## config.mk

```make
export PLATFORM = sky130hd
export DESIGN_NAME = sram_1p_masked_array
export DESIGN_NICKNAME = d
export VERILOG_FILES = /design/src/rtl/sram_1p_masked_array.sv
export SDC_FILE = /design/constraint.sdc
export NUM_CORES = 1
export LEC_CHECK = 0
export CAP_MARGIN = 15
export CORE_MARGIN = 5
export CORE_UTILIZATION = 45
export CTS_BUF_LIST = sky130_fd_sc_hd__clkbuf_16
export CTS_CLUSTER_DIAMETER = 150
export DETAILED_ROUTE_END_ITERATION = 7
export PLACE_DENSITY = 0.77
export SYNTH_ARGS = -nofsm -noshare
export SYNTH_HDL_FRONTEND = slang
export SYNTH_SLANG_ARGS = --single-unit
export TNS_END_PERCENT = 1
```

## constraint.sdc

```tcl
create_clock -name RW0_clk -period 9.5 [get_ports RW0_clk]
set_input_delay 0.95 -clock RW0_clk [delete_from_list [all_inputs] [get_ports RW0_clk]]
set_output_delay 0.95 -clock RW0_clk [all_outputs]
set_load 0.02 [all_outputs]
```

## src/rtl/sram_1p_masked_array.sv

```systemverilog
// Single-port masked SRAM array model with hardware zero-initialisation.
//
// After reset the array walks every entry writing zero, then asserts init_done and
// opens the port. One shared port serves either a masked write or a read per cycle.
// Read results appear READ_LAT cycles after the request edge together with a one-cycle
// RW0_rvalid pulse, and RW0_rdata holds the last result until the next one lands.
//
// Ports:
//   RW0_clk    - clock
//   reset      - asynchronous active-high reset (array contents are not cleared by it)
//   RW0_addr   - entry address
//   RW0_en     - port enable (ignored until init_done)
//   RW0_wmode  - 1 = write, 0 = read
//   RW0_wmask  - per-lane write enable, lane i = bits [i*MASK_GRAN +: MASK_GRAN]
//   RW0_wdata  - write data
//   RW0_rdata  - read data, held between read results
//   RW0_rvalid - one-cycle pulse when RW0_rdata carries a new read result
//   init_done  - high once zero-initialisation has finished
module sram_1p_masked_array #(
   parameter int unsigned DEPTH     = 2,
   parameter int unsigned WIDTH     = 28,
   parameter int unsigned MASK_GRAN = 7,
   parameter int unsigned READ_LAT  = 1,
   parameter int unsigned AW        = (DEPTH > 1) ? $clog2(DEPTH) : 1,
   parameter int unsigned MW        = WIDTH / MASK_GRAN
) (
   input  logic             RW0_clk,
   input  logic             reset,
   input  logic [AW-1:0]    RW0_addr,
   input  logic             RW0_en,
   input  logic             RW0_wmode,
   input  logic [MW-1:0]    RW0_wmask,
   input  logic [WIDTH-1:0] RW0_wdata,
   output logic [WIDTH-1:0] RW0_rdata,
   output logic             RW0_rvalid,
   output logic             init_done
);

   if (WIDTH % MASK_GRAN != 0) begin : g_bad_gran
      $fatal(1, "sram_1p_masked_array: WIDTH must be a multiple of MASK_GRAN");
   end
   if (READ_LAT != 1 && READ_LAT != 2) begin : g_bad_lat
      $fatal(1, "sram_1p_masked_array: READ_LAT must be 1 or 2");
   end

   typedef enum logic [0:0] {StInit, StReady} state_e;

   localparam logic [AW-1:0] LastIdx = AW'(DEPTH - 1);

   state_e           r_state;
   state_e           w_state_next;
   logic [AW-1:0]    r_cnt;
   logic [AW-1:0]    w_cnt_next;
   logic             w_init_we;
   logic             w_ready;
   logic             w_in_range;
   logic             w_wr;
   logic             w_rd;
   logic [WIDTH-1:0] w_bitmask;
   logic [WIDTH-1:0] r_mem [DEPTH];
   logic             r_rd1_vld;
   logic [WIDTH-1:0] r_rd1_data;

   // ---------------------------------------------------------------- init FSM
   always_ff @(posedge RW0_clk or posedge reset) begin
      if (reset) begin
         r_state <= StInit;
         r_cnt   <= '0;
      end else begin
         r_state <= w_state_next;
         r_cnt   <= w_cnt_next;
      end
   end

   always_comb begin
      w_state_next = r_state;
      case (r_state)
         StInit:  if (r_cnt == LastIdx) w_state_next = StReady;
         StReady: w_state_next = StReady;
         default: w_state_next = StInit;
      endcase
   end

   always_comb begin
      w_init_we  = 1'b0;
      w_ready    = 1'b0;
      w_cnt_next = r_cnt;
      case (r_state)
         StInit: begin
            // Gated with reset so a held reset never writes the array.
            w_init_we  = ~reset;
            w_cnt_next = r_cnt + 1'b1;
         end
         StReady: w_ready = 1'b1;
         default: ;
      endcase
   end

   // r_state is a single flop, so this is a registered output.
   assign init_done = w_ready;

   // ---------------------------------------------------------------- port decode
   if ((1 << AW) == DEPTH) begin : g_pow2
      assign w_in_range = 1'b1;
   end else begin : g_npow2
      localparam logic [AW:0] DepthExt = (AW + 1)'(DEPTH);
      assign w_in_range = ({1'b0, RW0_addr} < DepthExt);
   end

   assign w_wr = w_ready & RW0_en & RW0_wmode & w_in_range;
   assign w_rd = w_ready & RW0_en & ~RW0_wmode;

   always_comb begin
      w_bitmask = '0;
      for (int unsigned i = 0; i < MW; i++) begin
         w_bitmask[i*MASK_GRAN +: MASK_GRAN] = {MASK_GRAN{RW0_wmask[i]}};
      end
   end

   // ---------------------------------------------------------------- storage
   always_ff @(posedge RW0_clk) begin
      if (w_init_we) begin
         r_mem[r_cnt] <= '0;
      end else if (w_wr) begin
         r_mem[RW0_addr] <= (r_mem[RW0_addr] & ~w_bitmask) | (RW0_wdata & w_bitmask);
      end
   end

   // ---------------------------------------------------------------- read pipeline
   // Data registers only load on a valid result, which gives the hold behaviour.
   always_ff @(posedge RW0_clk or posedge reset) begin
      if (reset) begin
         r_rd1_vld  <= 1'b0;
         r_rd1_data <= '0;
      end else begin
         r_rd1_vld <= w_rd;
         if (w_rd) begin
            r_rd1_data <= w_in_range ? r_mem[RW0_addr] : '0;
         end
      end
   end

   if (READ_LAT == 2) begin : g_lat2
      logic             r_rd2_vld;
      logic [WIDTH-1:0] r_rd2_data;

      always_ff @(posedge RW0_clk or posedge reset) begin
         if (reset) begin
            r_rd2_vld  <= 1'b0;
            r_rd2_data <= '0;
         end else begin
            r_rd2_vld <= r_rd1_vld;
            if (r_rd1_vld) begin
               r_rd2_data <= r_rd1_data;
            end
         end
      end

      assign RW0_rdata  = r_rd2_data;
      assign RW0_rvalid = r_rd2_vld;
   end else begin : g_lat1
      assign RW0_rdata  = r_rd1_data;
      assign RW0_rvalid = r_rd1_vld;
   end

endmodule
```

==> results.json <==
{
  "cts_buffers": 9,
  "netlist_area_um2": 3700,
  "drt-initial-drc-count": 54,
  "wl_per_cell_um": 16.5,
  "min_period_over_period_pct": 31.4,
  "preCtsSetupSlack_ns": 6.15,
  "async_s_r_ff_share_synth_pct": 35.6,
  "synth_top_family_by_area": "multiplexers",
  "endpoint_kind": "flop",
  "rsz0062_at_grt": "false",
  "cts_post_setup_buffers_inserted": 0,
  "finalSetupTns_ns": 0,
  "layout_setup_ws_ns": 6.52,
  "die_height_um": 101,
  "final_area_um2": 4680,
  "antenna_found_initial": 0,
  "die_area_um2": 10100,
  "fin_worst_skew_ns": 0.0102,
  "x_dimension_of_the_die_um": 101,
  "cp_max_fo": 17,
  "synth_compound_area_share_pct": 7.09,
  "worstSetupStartpointType": "primary input",
  "place.port_buffers": 66,
  "max_cap_violations": 0,
  "post_drt_via_cell_ratio": 5.06,
  "synth-adder-area-share_pct": 0,
  "grt_pass1_wl_mm": 11.4,
  "detail_route.wirelength_mm": 6.85,
  "static_leakage_power_nw": 1.89,
  "synth-simple-area-share_pct": 5.57,
  "insertion_delay_ns": 0.33,
  "synth_top_flop_cell": "edfxtp_1",
  "grt_util_all_layers_pct": 14.9,
  "final_cell_count_without_fillers": 414,
  "synth_commonest_cells": "edfxtp_1, dfrtp_1, mux2_2, mux2i_1, inv_1",
  "nets": 342,
  "synthDominantCellAreaShare_pct": 45.4,
  "setup_violations": 0,
  "timing_worst_setup_path_type": "in -> reg",
  "cp_data_required_time_ns": 9.53,
  "drive_gt1_share_pct": 15.5,
  "grt_start_max_net_pins": 31,
  "synth_xor_area_share_pct": 0.236,
  "count_of_flip_flops_with_a_built_in_enable_after_synthesis": 56,
  "syn_avg_cell_area_um2": 15.6,
  "grt.overflow.total": 0,
  "final_max_slew_viol_count": 0,
  "outcome": "completed",
  "estimated_wirelength_of_the_detail_placed_design_mm": 4.68,
  "tightest_slew_ns": 0.852,
  "final.min_clock_period_ns": 2.98,
  "synth-seq-area-share_pct": 66.4,
  "synth_top_cells_by_area": "edfxtp_1, dfrtp_1, mux2_2",
  "timing.final.hold_violations": 0,
  "max-vdd-ir-drop_uv": 86.6,
  "syn_nets": 274,
  "yosysWarnings": 0,
  "start_util_pct": 45.5,
  "cts_tree": "done",
  "post-route-drc-count": 0,
  "io_pins": 67,
  "synth.area.mux_share_pct": 16.1,
  "cts.hold.buffers_added": 0,
  "dr_total_vias": 2095,
  "place_area_um2": 4430,
  "path_clk_slew_ns": 0.06,
  "clock_tree.root_cell": "clkbuf_16",
  "highest_attainable_clock_frequency_ghz": 0.335,
  "post-synth-top-area-cell": "edfxtp_1",
  "synth_cells": 237,
  "synthMostInstantiatedCell": "edfxtp_1",
  "first_pass_iters": 4,
  "core-area_um2": 8130,
  "synth-seq-cells": 87,
  "syn_to_final_growth_pct": 26.4,
  "power_per_cell_area_nw_per_um2": 188,
  "cts-resized-gates": 0,
  "timing.reg2reg.setup_slack_ns": 7.07,
  "worstHoldPathType": "reg -> reg",
  "rel_slew_slack_pct": 43.2,
  "h-tree-depth": 3,
  "gp_congestion": 0.692,
  "grt_pass1_vias": 2229,
  "cts.sinks": 87,
  "cp_data_arrival_time_ns": 3.01,
  "antenna_left": 0,
  "count_of_cell_types_in_the_netlist": 23,
  "rows": 33,
  "cts.path.max_buffers": 2,
  "total_instance_count_after_detailed_placement": 399,
  "antenna_cells": 0
}
[logic make-up after synthesis]
family	after synthesis
flip-flops	87
multiplexers	56
AND/OR/NAND/NOR	33
AO/OA/AOI/OAI	30
buffers and inverters	30
XOR/XNOR	1
[flip-flops by register name, indices dropped and copies added (netlist names)]
| register | count |
|---|---|
| r_mem | 56 |
| RW0_rdata | 28 |
| RW0_rvalid | 1 |
| r_cnt | 1 |
| r_state | 1 |
[through the flow]
| stage | utilization, % | hold slack, ns | total power, mW |
|---|---|---|---|
| global placement | 54.4 | 0.490 | 0.581 |
| finish | 57.6 | 0.505 | 0.878 |
| CTS | 57.6 | 0.509 | 0.887 |
| global route | 57.6 | 0.521 | 0.918 |
| detailed placement | 54.4 | 0.496 | 0.583 |
| floorplan | - | 0.481 | 0.520 |
[layer usage]
| metal | global-route usage (%) | part of all wire, % |
|---|---|---|
| met2 | 23.5 | 50 |
| met4 | 5.91 | 0.80 |
| met1 | 19.1 | 43 |
| met5 | 0 | 0 |
| met3 | 4.57 | 5.7 |
[power by group]
| part | switching [mW] | leakage, nW | internal [mW] |
|---|---|---|---|
| sequential | 0.0106 | 0.892 | 0.430 |
| combinational | 0.0646 | 0.865 | 0.0682 |
| clock | 0.132 | 0.130 | 0.172 |
[layout by cell type (no fill, tap or decap), types with 3 or more instances in the layout]
cell             instances
dfrtp_1                 31
nand2b_1                14
mux2i_1                 28
edfxtp_1                56
mux2_2                  28
buf_4                    3
clkbuf_16                9
a211oi_1                14
inv_1                   19
nor2b_1                 14
clkinv_2                 3
o211a_1                 14
clkdlybuf4s50_1         65
[final cells by class]
cell class	count	area, um^2
inverter	18	67.6
clock inverter	6	30.0
sequential	87	2460
multi-input combinational	120	1090
fill	651	3450
tap	105	131
clock buffer	9	225
timing repair buffer	69	678
[path summary, 6_finish.rpt]
kind / from / end / depth (start not counted)
max: RW0_en / r_mem[0][2] / 4
min: RW0_rdata[12] / RW0_rdata[12] / 1
max reg2reg: r_state / r_mem[0][2] / 3
max in group asynchronous: reset / RW0_rdata[23] / 3
min reg2reg: RW0_rdata[12] / RW0_rdata[12] / 1
min in group asynchronous: reset / RW0_rdata[14] / 2
[critical path: stages]
cell             delay, ns
clkdlybuf4s50_1       0.50
nand3_1               0.52
o32ai_4               0.69
buf_4                 0.34
No activity file was read; power rests on OpenSTA's default activity.
